<file path="config.mk">
export PLATFORM = sky130hd
export DESIGN_NAME = reg_file_sb
export DESIGN_NICKNAME = d
export VERILOG_FILES = /design/src/rtl/reg_file_pkg.sv /design/src/rtl/reg_file_scoreboard.sv /design/src/rtl/reg_file_sb.sv
export SDC_FILE = /design/constraint.sdc
export NUM_CORES = 2
export LEC_CHECK = 0
export CAP_MARGIN = 20
export CORE_ASPECT_RATIO = 1.75
export CORE_MARGIN = 1
export CORE_UTILIZATION = 50
export DETAILED_ROUTE_END_ITERATION = 12
export GPL_ROUTABILITY_DRIVEN = 1
export HOLD_SLACK_MARGIN = 0.12
export PLACE_DENSITY = 0.66
export SYNTH_ARGS = -nofsm -noshare
export SYNTH_HDL_FRONTEND = slang
export SYNTH_SLANG_ARGS = --single-unit
export TNS_END_PERCENT = 10
</file>
<file path="constraint.sdc">
create_clock -name clk -period 3 [get_ports clk]
set_input_delay 0.3 -clock clk [delete_from_list [all_inputs] [get_ports clk]]
set_output_delay 0.3 -clock clk [all_outputs]
set_load 0.05 [all_outputs]
</file>
<file path="src/rtl/reg_file_pkg.sv">
// reg_file_pkg
//   Shared defaults and helpers for the scoreboarded register file.
//   - DEF_*      : default widths/counts for reg_file_sb and its scoreboard
//   - idx_width  : register index width derived from the register count
//   - slice_lo   : low bit of port p inside a flattened per-port bus
package reg_file_pkg;

    localparam int DEF_REG_WIDTH = 32;
    localparam int DEF_REG_COUNT = 32;
    localparam int DEF_NUM_RD    = 2;

    function automatic int idx_width(input int count);
        return (count <= 2) ? 1 : $clog2(count);
    endfunction

    function automatic int slice_lo(input int port, input int width);
        return port * width;
    endfunction

endpackage

</file>
<file path="src/rtl/reg_file_scoreboard.sv">
// reg_file_scoreboard
//   Per-register busy bits. Decode reserves a destination register, and
//   writeback releases it. Register 0 is never busy.
//   Ports:
//     clk, rst        clock, asynchronous active-low reset
//     rsv_en/index    reserve request from decode
//     rsv_ok          the reservation is accepted this cycle
//     wr_en/index     writeback, which clears the busy bit of its register
//     rd_index        flattened lookup indices, one per read port
//     rd_busy         raw busy bit of each looked-up register (no bypass)
//     busy_count      number of busy registers
module reg_file_scoreboard
    import reg_file_pkg::*;
#(
    parameter int REG_COUNT = DEF_REG_COUNT,
    parameter int IDX_WIDTH = idx_width(REG_COUNT),
    parameter int NUM_RD    = DEF_NUM_RD
) (
    input  logic                        clk,
    input  logic                        rst,
    input  logic                        rsv_en,
    input  logic [IDX_WIDTH-1:0]        rsv_index,
    output logic                        rsv_ok,
    input  logic                        wr_en,
    input  logic [IDX_WIDTH-1:0]        wr_index,
    input  logic [NUM_RD*IDX_WIDTH-1:0] rd_index,
    output logic [NUM_RD-1:0]           rd_busy,
    output logic [IDX_WIDTH:0]          busy_count
);

    logic [REG_COUNT-1:0] busy, busy_nxt;
    logic                 wr_hit, rsv_set, cnt_inc, cnt_dec;

    always_comb begin
        wr_hit   = wr_en && (wr_index != '0) && busy[wr_index];
        // A write landing this cycle frees the register, so the same cycle
        // may already re-reserve it.
        rsv_ok   = !busy[rsv_index] || (wr_en && (wr_index == rsv_index)) ||
                   (rsv_index == '0);
        rsv_set  = rsv_en && rsv_ok && (rsv_index != '0);
        cnt_inc  = rsv_set && !busy[rsv_index];
        // A release immediately re-reserved leaves the busy bit set, so it
        // must not be counted as a release.
        cnt_dec  = wr_hit && !(rsv_set && (rsv_index == wr_index));
        busy_nxt = busy;
        if (wr_hit)  busy_nxt[wr_index]  = 1'b0;
        if (rsv_set) busy_nxt[rsv_index] = 1'b1;
    end

    always_ff @(posedge clk or negedge rst) begin
        if (!rst) begin
            busy       <= '0;
            busy_count <= '0;
        end else begin
            busy <= busy_nxt;
            case ({cnt_inc, cnt_dec})
                2'b10:   busy_count <= busy_count + 1'b1;
                2'b01:   busy_count <= busy_count - 1'b1;
                default: busy_count <= busy_count;
            endcase
        end
    end

    for (genvar p = 0; p < NUM_RD; p++) begin : g_lookup
        localparam int IL = slice_lo(p, IDX_WIDTH);
        assign rd_busy[p] = busy[rd_index[IL +: IDX_WIDTH]];
    end

endmodule

</file>
<file path="src/rtl/reg_file_sb.sv">
// reg_file_sb
//   Multi-port register file with write-to-read bypass and a busy
//   scoreboard. Decode stalls on `hazard`.
//   Ports:
//     clk, rst          clock, asynchronous active-low reset
//     rd_en/index/data  read ports (combinational), flattened per port
//     rd_busy           source register still has a pending write
//     wr_en/index/data  writeback
//     rsv_en/index      reserve a destination register; rsv_ok = accepted
//     hazard            RAW on an enabled read port, or a rejected reservation
//     busy_count        number of busy registers
module reg_file_sb
    import reg_file_pkg::*;
#(
    parameter int REG_WIDTH = DEF_REG_WIDTH,
    parameter int REG_COUNT = DEF_REG_COUNT,
    parameter int IDX_WIDTH = idx_width(REG_COUNT),
    parameter int NUM_RD    = DEF_NUM_RD,
    parameter int BYPASS    = 1
) (
    input  logic                        clk,
    input  logic                        rst,
    input  logic [NUM_RD-1:0]           rd_en,
    input  logic [NUM_RD*IDX_WIDTH-1:0] rd_index,
    output logic [NUM_RD*REG_WIDTH-1:0] rd_data,
    output logic [NUM_RD-1:0]           rd_busy,
    input  logic                        wr_en,
    input  logic [IDX_WIDTH-1:0]        wr_index,
    input  logic [REG_WIDTH-1:0]        wr_data,
    input  logic                        rsv_en,
    input  logic [IDX_WIDTH-1:0]        rsv_index,
    output logic                        rsv_ok,
    output logic                        hazard,
    output logic [IDX_WIDTH:0]          busy_count
);

    logic [REG_WIDTH-1:0] mem [REG_COUNT];
    logic [NUM_RD-1:0]    sb_busy;
    logic                 wr_live;

    // While reset is asserted, writeback data must not leak through the bypass.
    assign wr_live = wr_en & rst;

    // Entry 0 is never written, so it keeps its reset value of 0.
    always_ff @(posedge clk or negedge rst) begin
        if (!rst) begin
            for (int i = 0; i < REG_COUNT; i++) mem[i] <= '0;
        end else if (wr_en && (wr_index != '0)) begin
            mem[wr_index] <= wr_data;
        end
    end

    reg_file_scoreboard #(
        .REG_COUNT (REG_COUNT),
        .IDX_WIDTH (IDX_WIDTH),
        .NUM_RD    (NUM_RD)
    ) u_sb (
        .clk        (clk),
        .rst        (rst),
        .rsv_en     (rsv_en),
        .rsv_index  (rsv_index),
        .rsv_ok     (rsv_ok),
        .wr_en      (wr_en),
        .wr_index   (wr_index),
        .rd_index   (rd_index),
        .rd_busy    (sb_busy),
        .busy_count (busy_count)
    );

    for (genvar p = 0; p < NUM_RD; p++) begin : g_rd
        localparam int IL = slice_lo(p, IDX_WIDTH);
        localparam int DL = slice_lo(p, REG_WIDTH);
        logic [IDX_WIDTH-1:0] idx;
        logic                 fwd;

        assign idx = rd_index[IL +: IDX_WIDTH];
        assign fwd = (BYPASS != 0) && wr_live && (wr_index == idx) && (idx != '0);
        assign rd_data[DL +: REG_WIDTH] = fwd ? wr_data : mem[idx];
        // Forwarded data is the pending write itself, so there is no hazard.
        assign rd_busy[p] = fwd ? 1'b0 : sb_busy[p];
    end

    assign hazard = (|(rd_en & rd_busy)) | (rsv_en & ~rsv_ok);

endmodule

</file>
Yosys cells after proc, flatten, opt, wreduce, memory -nomap -nowiden
Index checks and enable logic that the tools add are counted.
{ "word_totals": {"ramBits": 0, "reg_bits": 1062, "mem_bits_ro": 0, "latch_bits": 0, "n_memories": 0, "input_bits": 58, "wordCells": 117} }
{ "classes": {"n_bitwise": 11, "n_mux": 28, "n_reduce_logical": 26, "shifts": 0, "n_mul": 0, "n_lt_le_gt_ge": 10, "n_div": 0, "eq_ne": 6, "add_sub_neg": 2} }
{ "op_table": {"columns": ["cell", "n"], "rows": [
  ["bitwise mux 1024 bit", 1],
  ["binary-select mux 32 bit (select 5 bit)", 2],
  ["two-way mux 32 bit", 9],
  ["demux 32 bit (select 5 bit)", 1],
  ["AND 32 bit", 1],
  ["inverter 32 bit", 1],
  ["bitwise OR 32 bit", 1],
  ["less-than comparator 5 x 6 -> 1 bit (second input constant)", 4],
  ["binary-select mux 1 bit (select 5 bit)", 4],
  ["== test 5 bit", 4],
  ["nonzero test 5 bit", 4],
  ["greater-or-equal comparator 6 bit (second input constant)", 3],
  ["inverter 5 -> 6 bit", 3],
  ["logical AND 1 bit", 15],
  ["one-hot mux 6 bit (2 select lines)", 1],
  ["demux 1 bit (select 5 bit)", 2],
  ["greater-or-equal comparator 5 x 1 -> 1 bit (second input constant)", 2],
  ["two-way mux 1 bit", 8],
  ["adder 6 x 1 -> 6 bit (second input constant)", 1],
  ["less-than comparator 6 x 1 -> 1 bit (second input constant)", 1],
  ["subtractor 6 x 1 -> 6 bit (second input constant)", 1],
  ["zero test 5 bit", 1],
  ["AND 1 bit", 2],
  ["AND 2 bit", 1],
  ["8 further kinds", 10]
]} }

Longest topological paths before layout
{ "logic_depth": {"word_depth": 12, "ltp_mapped": 16, "depth_no_buf": 13} }

Cells and area by module
Synthesis repeated with hierarchy kept, for this count alone.
{ "unflattened": {"cells_unflattened": 3882, "area_unflattened_um2": 57670.3} }
{ "by_module_without_submodules": {"columns": ["mod", "seq_area_each_um2", "cells_per_inst", "area_each_um2", "instances"], "rows": [
  ["reg_file_sb", 25624.6, 3578, 54478.5, 1],
  ["reg_file_scoreboard", 950.9, 304, 3191.8, 1]
]} }

Least setup slack after synthesis
Ideal clock, no wire load.
{ "synth_path": {"path_type": "input port to output port", "from": "input port rsv_index[4]", "to": "output port hazard", "stages": 5, "arrival_time_ns": 3.317, "setup_slack_ns": -0.617, "cell_sequence": "clkbuf_1 nor3b_1 nand2_1 and4b_1 o311ai_0"} }
{ "synth_via": {"elab_chain_len": 8, "elab_cells_between_ends": 11} }
{ "synth_lines": {"columns": ["item", "line", "source"], "rows": [
  ["start, declared", "reg_file_sb.sv:31", "input logic [IDX_WIDTH-1:0] rsv_index,"],
  ["binary-select mux 1 bit (select 5 bit)", "reg_file_scoreboard.sv:38", "rsv_ok = !busy[rsv_index] || (wr_en && (wr_index == rsv_index)) ||"],
  ["two-way mux 1 bit (implied by the code)", "reg_file_scoreboard.sv:38", null],
  ["zero test 1 bit", "reg_file_scoreboard.sv:38", null],
  ["logical OR 1 bit", "reg_file_scoreboard.sv:38", null],
  ["logical OR 1 bit *", "reg_file_scoreboard.sv:38", null],
  ["inverter 1 bit *", "reg_file_sb.sv:83", "assign hazard = (|(rd_en & rd_busy)) | (rsv_en & ~rsv_ok);"],
  ["AND 1 bit *", "reg_file_sb.sv:83", null],
  ["bitwise OR 1 bit *", "reg_file_sb.sv:83", null],
  ["end, declared", "reg_file_sb.sv:33", "output logic hazard,"]
]} }
Every way passes the cells marked *; elsewhere a longest branch is shown, timed or not. The select of a mux whose other input is x is not followed.

Worst setup path after layout
{ "layout_path": {"from": "register u_sb.busy[4]", "to": "output port hazard"} }
{ "layout_via": {"elab_chain_len": 8, "elab_cells_between_ends": 16} }
{ "layout_lines": {"columns": ["item", "line", "source"], "rows": [
  ["start, declared", "reg_file_scoreboard.sv:31", "logic [REG_COUNT-1:0] busy, busy_nxt;"],
  ["start signal, assigned", "reg_file_scoreboard.sv:55", "busy <= busy_nxt;"],
  ["binary-select mux 1 bit (select 5 bit)", "reg_file_scoreboard.sv:38", null],
  ["two-way mux 1 bit (implied by the code)", "reg_file_scoreboard.sv:38", null],
  ["zero test 1 bit", "reg_file_scoreboard.sv:38", null],
  ["logical OR 1 bit (2 in a row)", "reg_file_scoreboard.sv:38", null],
  ["inverter 1 bit", "reg_file_sb.sv:83", null],
  ["AND 1 bit", "reg_file_sb.sv:83", null],
  ["bitwise OR 1 bit *", "reg_file_sb.sv:83", null]
]} }
Marks and branches as above.

==> metrics.cfg <==
[cells_and_area]
nFillCells = 8737
final_util_pct = 59.9
multi_input_area_um2 = 30600
drive_above_1_share_pct = 59.3
nets = 4156
areaGrowthSynthToFinish_pct = 18.9
regArea_um2 = 26600
instances_no_fill = 5682

[clocking]
cts_tree = yes
clockBufferDepth = 3
cts_sinks = 1062
clk_latency_ns = 0.72
clk_pin_slew_worst_paths_ns = 0.06
htreeDepth = 3
cts_buffers = 99
cts_root_buf = clkbuf_16

[routing]
drtPass1Iterations = 5
drt_iter0_drc = 3365
dr_total_vias = 38100
wl_met1_mm = 70.2
met2_length_mm = 97.2
dr_wl_met3_mm = 10.7
vias_per_cell = 6.70
highest_layer = met4
route.detailed.drc = 0
wl_per_cell_um = 33.1
wl_mm = 188
ant_nets = 0

[global_route]
antenna_found_initial = 5
grt_max_degree = 180
grt.overflow.total = 0
grt_pass1_vias = 40600
globalRouteTotalUtil_pct = 32.9
grt_pass1_wl_mm = 280

[timing]
rsz0062_at_grt = true
timing.fmax_ghz = 0.314
setup_viol = 30
hold_viol = 0
whs_ns = 0.178
drv_slew = 0
worst_slack_ns = -0.187
worst_clock_skew_ns = 0.0203
slew_headroom_pct = 29.8
period_needed_ns = 3.19
worst_pin_slew_ns = 1.05
finalCritPeriodShare_pct = 106

[logic_synthesis]
yosysSeqAreaShare_pct = 45.7
synth_fp_nets = 3919
avgSynthCellArea_um2 = 15.1
ys_ff_latch = 1062
syn_inst = 3855
synth_edf_count = 0
ys.flop_type = dfrtp_1
netlist_area_um2 = 58100
synth_cell_types = 58
ys_warn_count = 0
synth-async-reset-ratio_pct = 100

[die]
die_h_um = 453
die_area_um2 = 118000
rows = 165
chipWidth_um = 260
core_um2 = 115000
initial_utilization_pct = 50.3
io_pins = 132

[place]
hpwl_mm = 122
port-buffer-count = 131
dp.cells = 5471
gp_congestion = 0.940

[status]
outcome = complete, but fails checks
violations = setup timing

[flow_run]
drv_cap = 0

[worst_setup_path]
startpoint_type = register
crit_type = register to primary output
cp_max_fo = 4
worstPathArrival_ns = 2.89
required_ns = 2.70
end_kind = primary output

[power]
p_leak_nw = 29.9
powerDensity_nw_per_um2 = 650
finalPower_mw = 44.9
max-vdd-ir-drop_v = 0.000481

[worst_hold_path]
min_path_type = input port to async pin

[cells in the mapped netlist (all sizes together) (2+ instances only)]
library cell / instances / share of area (%)
a211oi: 2 / 0.026
a21o: 16 / 0.21
a21oi: 48 / 0.41
a221oi: 14 / 0.21
a22o: 17 / 0.26
a22oi: 18 / 0.23
a31oi: 3 / 0.032
and2: 2 / 0.022
and3: 5 / 0.054
and3b: 4 / 0.060
buf: 209 / 1.8
clkbuf: 237 / 1.5
dfrtp: 1062 / 46
ha: 5 / 0.11
inv: 10 / 0.065
mux2: 1049 / 20
mux2i: 137 / 2.4
mux4: 572 / 22
nand2: 91 / 0.59
nand2b: 13 / 0.14
nand3: 34 / 0.29
nand3b: 5 / 0.065
nor2: 72 / 0.47
nor2b: 5 / 0.054
nor3: 6 / 0.060
nor3b: 8 / 0.10
nor4: 7 / 0.097
nor4b: 2 / 0.030
o211ai: 25 / 0.32
o21ai: 48 / 0.41
o221ai: 21 / 0.32
o22ai: 37 / 0.40
o311ai: 8 / 0.12
o31ai: 23 / 0.30
or2: 3 / 0.032
or3: 2 / 0.022
or3b: 3 / 0.045
xnor2: 9 / 0.14
xor2: 10 / 0.15
[per-stage QoR]
step                      area [um^2]  setup WS, ns  setup TNS [ns]
final                           69100        -0.187           -2.03
after global routing            69100        -0.268           -4.71
after CTS                       68600        -0.205           -3.76
after detailed placement        64500        -0.574           -4.42
after global placement          64500        -0.588           -4.74
after floorplan                 58100        -0.166           -1.44
[state kept, by name, indices dropped and copies added (netlist names)]
name	cells
mem	1024
u_sb.busy_count	6
u_sb.busy	32
[where the power goes]
group	switching, mW	internal [mW]
Sequential	2.03	17.1
Combinational	5.31	7.08
Clock	5.91	7.50
Total	13.2	31.7
[per-layer routing]
layer | vias up | track usage (%)
met5 | - | 0
met2 | 1459 | 56.0
met4 | 0 | 16.9
met3 | 452 | 4.28
li1 | 15400 | -
met1 | 20800 | 41.1
[logic make-up (layout without fill, tap and decap cells)]
family | count (synthesis) | after routing | share of synthesized area, %
AO/OA/AOI/OAI | 286 | 286 | 3.34
AND/OR/NAND/NOR | 268 | 268 | 2.22
buffers and inverters | 456 | 776 | 3.39
XOR/XNOR | 19 | 19 | 0.286
other | 0 | 4 | 0
flip-flops | 1062 | 1062 | 45.7
multiplexers | 1758 | 1758 | 44.9
adder cells (fa/ha/maj) | 6 | 6 | 0.142
[cell usage in the layout (no fill, tap or decap), drive strengths merged, types with 25 or more instances in the layout]
master and n:
o211ai 25, buf 527, mux2 1049, o21ai 48, nand3 34, nand2 91
mux2i 137, nor2 72, dfrtp 1062, o22ai 37, mux4 572, a21oi 48
clkbuf 148, clkdlybuf4s50 50
[critical path, stage by stage (launching register included)]
cell and delay, ns:
dfrtp_1 0.46, buf_4 0.16, mux4_2 0.26, nor2b_1 0.05, nor4_1 0.56, o31ai_1 0.16
buf_4 0.20, o311ai_4 0.09, clkbuf_16 0.23
[worst paths after layout]
path,start,end,slack [ns],cells past startpoint
max in group asynchronous,rst,mem[403]$_DFFE_PN0P_,1.04,4
hold reg to reg,mem[995]$_DFFE_PN0P_,mem[995]$_DFFE_PN0P_,0.40,0
setup / recovery,u_sb.busy[4]$_DFF_PN0_,hazard,-0.19,8
min in group clk,mem[995]$_DFFE_PN0P_,mem[995]$_DFFE_PN0P_,0.40,0
setup reg to reg,u_sb.busy[25]$_DFF_PN0_,u_sb.busy_count[5]$_DFFE_PN0P_,0.03,12
hold / removal,rst,u_sb.busy_count[3]$_DFFE_PN0P_,0.18,3
[cell type report]
| cell class | count | area share (%) |
|---|---|---|
| timing repair buffer | 582 | 9.53 |
| inverter | 10 | 0.0543 |
| clock inverter | 37 | 0.601 |
| multi-input combinational | 2337 | 44.3 |
| tap | 1503 | 2.72 |
| antenna | 4 | 0.0145 |
| sequential | 1062 | 38.5 |
| clock buffer | 147 | 4.32 |
[what timing repair did]
item | in CTS | in global routing
setup buffers | 12 | 14
resized for setup | 135 | 83
endpoints found under the setup margin | 59 | 68
hold buffers | 2 | 0
hold endpoints to repair | 454 | 0
pin swaps | 22 | 25
No activity file was read; power rests on OpenSTA's default activity.
